$ cat src/rtl/issue_hazard_ctrl.sv
`default_nettype none
// ============================================================================
//  Module   : issue_hazard_ctrl
//  Brief    : Decode-stage issue controller. Keeps a per-register latency
//             scoreboard for long-latency writebacks (load, ftoi, multiply),
//             sequences the shared multiplier and produces stall/issue for
//             the instruction sitting in ID.
//  Options  : ISSUE_MUL_PIPELINED_EN - multiplier accepts one op per cycle
//             (no structural hazard, mul_busy tied low).
//  Revision : 1.0 - initial release
// ============================================================================
module issue_hazard_ctrl #(
  parameter int LOAD_LAT = 1,
  parameter int MUL_LAT  = 3
) (
  input  logic        clk,
  input  logic        rstn,
  input  logic        id_valid,
  input  logic [4:0]  id_rs1,
  input  logic [4:0]  id_rs2,
  input  logic [4:0]  id_rd,
  input  logic        id_use_rs1,
  input  logic        id_use_rs2,
  input  logic        id_reg_write,
  input  logic        id_is_hazard_0,
  input  logic        id_is_multiply,
  input  logic        ex_ready,
  input  logic        flush,
  output logic        stall,
  output logic        issue,
  output logic [31:0] pending,
  output logic        mul_busy
);

  localparam logic [2:0] LOAD_LAT_C = 3'(LOAD_LAT);
  localparam logic [2:0] MUL_LAT_C  = 3'(MUL_LAT);

  // Flat read view of the scoreboard; entry 0 is the hard-wired x0 slot.
  logic [2:0] cnt_view [32];
  logic [2:0] lat;
  logic       raw_haz;
  logic       waw_haz;
  logic       struct_haz;
  logic       set_en;

  // Hazard detection and the stall/issue decision for the ID instruction.
  always_comb begin
    lat     = id_is_multiply ? MUL_LAT_C : LOAD_LAT_C;
    raw_haz = (id_use_rs1 && (id_rs1 != 5'd0) && (cnt_view[id_rs1] != 3'd0)) ||
              (id_use_rs2 && (id_rs2 != 5'd0) && (cnt_view[id_rs2] != 3'd0));
    // A long-latency writer may follow an older one as long as it cannot
    // complete first; a single-cycle writer must wait for it to drain fully.
    waw_haz = id_reg_write && (id_rd != 5'd0) &&
              (cnt_view[id_rd] > (id_is_hazard_0 ? lat : 3'd0));
    stall   = id_valid && !flush && (raw_haz || waw_haz || struct_haz || !ex_ready);
    issue   = id_valid && !flush && !stall;
    set_en  = issue && id_reg_write && id_is_hazard_0 && (id_rd != 5'd0);
  end

  for (genvar r = 0; r < 32; r++) begin : g_reg
    if (r == 0) begin : g_x0
      assign cnt_view[r] = 3'd0;
      assign pending[r]  = 1'b0;
    end else begin : g_cnt
      logic [2:0] cnt_d;
      logic [2:0] cnt_q;

      // Count down while the pipeline advances; a new issue to this rd reloads.
      always_comb begin
        cnt_d = cnt_q;
        if (ex_ready && (cnt_q != 3'd0)) begin
          cnt_d = cnt_q - 3'd1;
        end
        if (set_en && (id_rd == 5'(r))) begin
          cnt_d = lat;
        end
      end

      // Per-register latency counter.
      always_ff @(posedge clk or negedge rstn) begin
        if (!rstn) begin
          cnt_q <= 3'd0;
        end else begin
          cnt_q <= cnt_d;
        end
      end

      assign cnt_view[r] = cnt_q;
      assign pending[r]  = (cnt_q != 3'd0);
    end
  end

`ifdef ISSUE_MUL_PIPELINED_EN
  assign struct_haz = 1'b0;
  assign mul_busy   = 1'b0;
`else
  logic [2:0] mul_cnt_d;
  logic [2:0] mul_cnt_q;

  // Multiplier occupancy: reload on multiply issue, drain while not frozen.
  always_comb begin
    mul_cnt_d = mul_cnt_q;
    if (ex_ready && (mul_cnt_q != 3'd0)) begin
      mul_cnt_d = mul_cnt_q - 3'd1;
    end
    if (issue && id_is_multiply) begin
      mul_cnt_d = MUL_LAT_C;
    end
  end

  // Multiplier occupancy counter.
  always_ff @(posedge clk or negedge rstn) begin
    if (!rstn) begin
      mul_cnt_q <= 3'd0;
    end else begin
      mul_cnt_q <= mul_cnt_d;
    end
  end

  assign struct_haz = id_is_multiply && (mul_cnt_q != 3'd0);
  assign mul_busy   = (mul_cnt_q != 3'd0);
`endif

endmodule
`default_nettype wire

$ cat config.mk
export PLATFORM = sky130hd
export DESIGN_NAME = issue_hazard_ctrl
export DESIGN_NICKNAME = d
export VERILOG_FILES = /design/src/rtl/issue_hazard_ctrl.sv
export SDC_FILE = /design/constraint.sdc
export NUM_CORES = 1
export LEC_CHECK = 0
export CAP_MARGIN = 5
export CORE_MARGIN = 2
export CORE_UTILIZATION = 65
export DETAILED_ROUTE_END_ITERATION = 6
export HOLD_SLACK_MARGIN = 0.03
export PLACE_DENSITY = 0.95
export SYNTH_ARGS = -nofsm -noshare
export SYNTH_HDL_FRONTEND = slang
export SYNTH_SLANG_ARGS = --single-unit
$ cat constraint.sdc
create_clock -name clk -period 15.8 [get_ports clk]
set_input_delay 2.37 -clock clk [delete_from_list [all_inputs] [get_ports clk]]
set_output_delay 2.37 -clock clk [all_outputs]
set_load 0.03 [all_outputs]
==> flow_metrics.env <==
export IMPL_synth_enable_flop_cells=0
export IMPL_dr_first_iter_drc_count=961
export IMPL_use_met2_pct=52.93
export IMPL_reg2reg_to="g_reg[7].g_cnt.cnt_q[1]$_DFFE_PN0P_"
export IMPL_netlist_area_sq_um=7615
export IMPL_grt_overflow=0
export IMPL_cts_sinks=96
export IMPL_cts_root_buf="clkbuf_16"
export IMPL_end_kind="output port"
export IMPL_n_antenna_cell=0
export IMPL_max_freq_mhz=104.6
export IMPL_rsz0062_at_grt="no"
export IMPL_grt_antenna_before_repair=0
export IMPL_critPathLaunchType="input port"
export IMPL_placed_cell_area_sq_um=8220
export IMPL_routed_via_density=6.661
export IMPL_avgSynthCellArea_sq_um=9.378
export IMPL_track_usage_pct=33.68
export IMPL_syn_to_final_growth_pct=11.39
export IMPL_async_reset_ff_share_pct=100.0
export IMPL_first_global_vias=6651
export IMPL_dp_hpwl_um=14640
export IMPL_crit_required_ns=13.43
export IMPL_final_max_slew_violation_count=0
export IMPL_nets=943
export IMPL_worstRegToRegCells=12
export IMPL_port_buffers=58
export IMPL_die_h_um=112.2
export IMPL_r2r_setup_slack_ns=11.61
export IMPL_final_common_cell="nand2_1"
export IMPL_syn_num_nets=903
export IMPL_peakVddDrop_uv=109.2
export IMPL_worstMarginPinSlew_ns=1.129
export IMPL_htree_levels=3
export IMPL_crit_fanout=33
export IMPL_power_density_nw_per_um2=196.3
export IMPL_skew_ns=0.005961
export IMPL_drive_gt1_share_pct=7.728
export IMPL_cts_hold_buf=0
export IMPL_status="complete, no violations"
export IMPL_r2r_start="g_reg[15].g_cnt.cnt_q[1]$_DFFE_PN0P_"
export IMPL_netlist_instances=812
export IMPL_ant_nets=0
export IMPL_grt_busiest_layer="met2"
export IMPL_clkLatencyLatePin_ns=0.36
export IMPL_tns_ns=0
export IMPL_slew_headroom_pct=24.15
export IMPL_yosys_warnings=0
export IMPL_num_rows=39
export IMPL_met1_usage_pct=43.11
export IMPL_grt_max_degree=66
export IMPL_yosys_cell_types_count=61
export IMPL_hold_depth=1
export IMPL_num_vias=6641
export IMPL_ys_ff_latch=96
export IMPL_drtPass1Iterations=6
export IMPL_initial_core_util_pct=66.69
export IMPL_tritoncts="yes"
export IMPL_min_to="mul_cnt_q[2]$_DFFE_PN0P_"
export IMPL_cts_setup_buffers=0
export IMPL_crit_arrival_ns=7.19
export IMPL_synth_top_flop_cell="dfrtp_1"
export IMPL_drc=0
export IMPL_cts_resized=0
export IMPL_min_period_ns=9.561
export IMPL_path_class="in2out"
export IMPL_grt_pass1_wl_um=33440
export IMPL_drv_cap=0
export IMPL_finalSetupViolations=0
export IMPL_fin_area_sq_um=8482
export IMPL_finalHoldViolations=0
export IMPL_num_io_pins=60
export IMPL_seq_area_frac_synth_pct=31.55
export IMPL_p_leak_nw=3.680
export IMPL_hp_class="reg2reg"
export IMPL_die_area_sq_um=12600
export IMPL_path_clk_slew_ns=0.06
export IMPL_totalWireLength_um=20230
export IMPL_die_w_um=112.2
export IMPL_mostFrequentLayoutCells="nand2_1 (109), dfrtp_1 (96), inv_1 (69), ha_1 (66), xnor2_1 (62)"
export IMPL_cts_path_max_buffers=2
export IMPL_gp_congestion=1.033
export IMPL_core_sq_um=11420
export IMPL_cts_buffers=9
export IMPL_min_period_over_period_pct=60.51
export IMPL_grt_use_met3_pct=7.343
export IMPL_worstHoldStart="mul_cnt_q[2]$_DFFE_PN0P_"
export IMPL_wl_per_cell_um=20.29
## per-stage QoR
| step | util (%) | setup WS (ns) | hold slack [ns] | power (mW) | std cells |
|---|---|---|---|---|---|
| floorplan | - | 7.327 | 0.4646 | 1.158 | 812 |
| global placement | 71.99 | 6.482 | 0.4768 | 1.373 | 984 |
| detailed placement | 71.99 | 6.331 | 0.4816 | 1.435 | 984 |
| CTS | 74.28 | 6.308 | 0.4953 | 1.653 | 997 |
| global route | 74.28 | 6.162 | 0.5279 | 1.786 | 997 |
| finish | 74.28 | 6.239 | 0.4922 | 1.665 | 997 |
## layer usage
| metal | routed length, um | up-vias |
|---|---|---|
| met1 | 7522 | 3139 |
| met5 | 0 | - |
| met4 | 1136 | 0 |
| li1 | - | 2929 |
| met2 | 9282 | 453 |
| met3 | 2291 | 120 |
## cells in the mapped netlist (16+ instances only)
master	n	area share, %
ha_1	66	11
nor3_1	37	2.4
and2_1	28	2.3
xnor2_1	62	7.1
mux2_1	29	4.3
o21ai_0	36	2.4
dfrtp_1	96	32
clkbuf_1	17	0.84
nand2_1	109	5.4
nand4_1	31	2.5
nand3_1	34	2.2
nor4_1	16	1.3
mux4_2	28	8.3
nand2b_1	37	3.0
inv_1	69	3.4
## power breakdown
group / leakage (nW) / internal, mW / switching (mW)
clock network: 0.130 / 0.112 / 0.0916
logic: 2.41 / 0.433 / 0.471
registers: 1.14 / 0.377 / 0.180
total: 3.68 / 0.923 / 0.742
## cell families (layout without fill, tap and decap cells)
kind of cell	count (synthesis)	in the layout	synth area share, %
and+or+nand+nor	332	332	22.67
buffers and inverters	105	147	6.096
DFF	96	96	31.55
AOI/OAI and AO/OA	84	84	7.624
adders and majority gates	66	66	10.84
muxes	66	66	14.03
xor gates and xnor gates	62	62	7.131
other	1	1	0.04925
## sequential cells by signal, summed over array words and instances, names as in the netlist
| name | cells |
|---|---|
| g.g_cnt.cnt_q | 93 |
| mul_cnt_q | 3 |
## area by class of cell
| cell class | instances | area (sq um) |
|---|---|---|
| multi-input combinational | 611 | 4755 |
| inverter | 69 | 259.0 |
| sequential | 96 | 2402 |
| clock buffer | 12 | 256.5 |
| clock inverter | 1 | 5.005 |
| timing repair buffer | 65 | 625.6 |
| fill | 799 | 2937 |
| tap | 143 | 178.9 |
## critical path: stages
cell             delay, ns
clkdlybuf4s50_1       0.46
buf_4                 0.36
mux4_1                0.60
mux4_2                0.47
mux2_2                0.28
ha_1                  0.31
nor2b_1               0.14
o21ai_0               0.19
o41ai_1               0.13
a211o_1               0.35
a41oi_4               0.16
buf_4                 0.35
and3b_2               0.30
clkdlybuf4s50_1       0.69
## worst max-delay path by stage
stage / slack, ns / depth (start not counted) / end / start
final: 6.24 / 14 / issue / id_rd[1]
after global routing: 6.16 / 14 / issue / id_rd[1]
after CTS: 6.31 / 14 / issue / id_rd[1]
after detailed placement: 6.33 / 14 / issue / id_rd[1]
after global placement: 6.48 / 14 / issue / id_rd[1]
after floorplan: 7.33 / 14 / stall / id_rd[1]
Power figures use the tool's default switching activity.
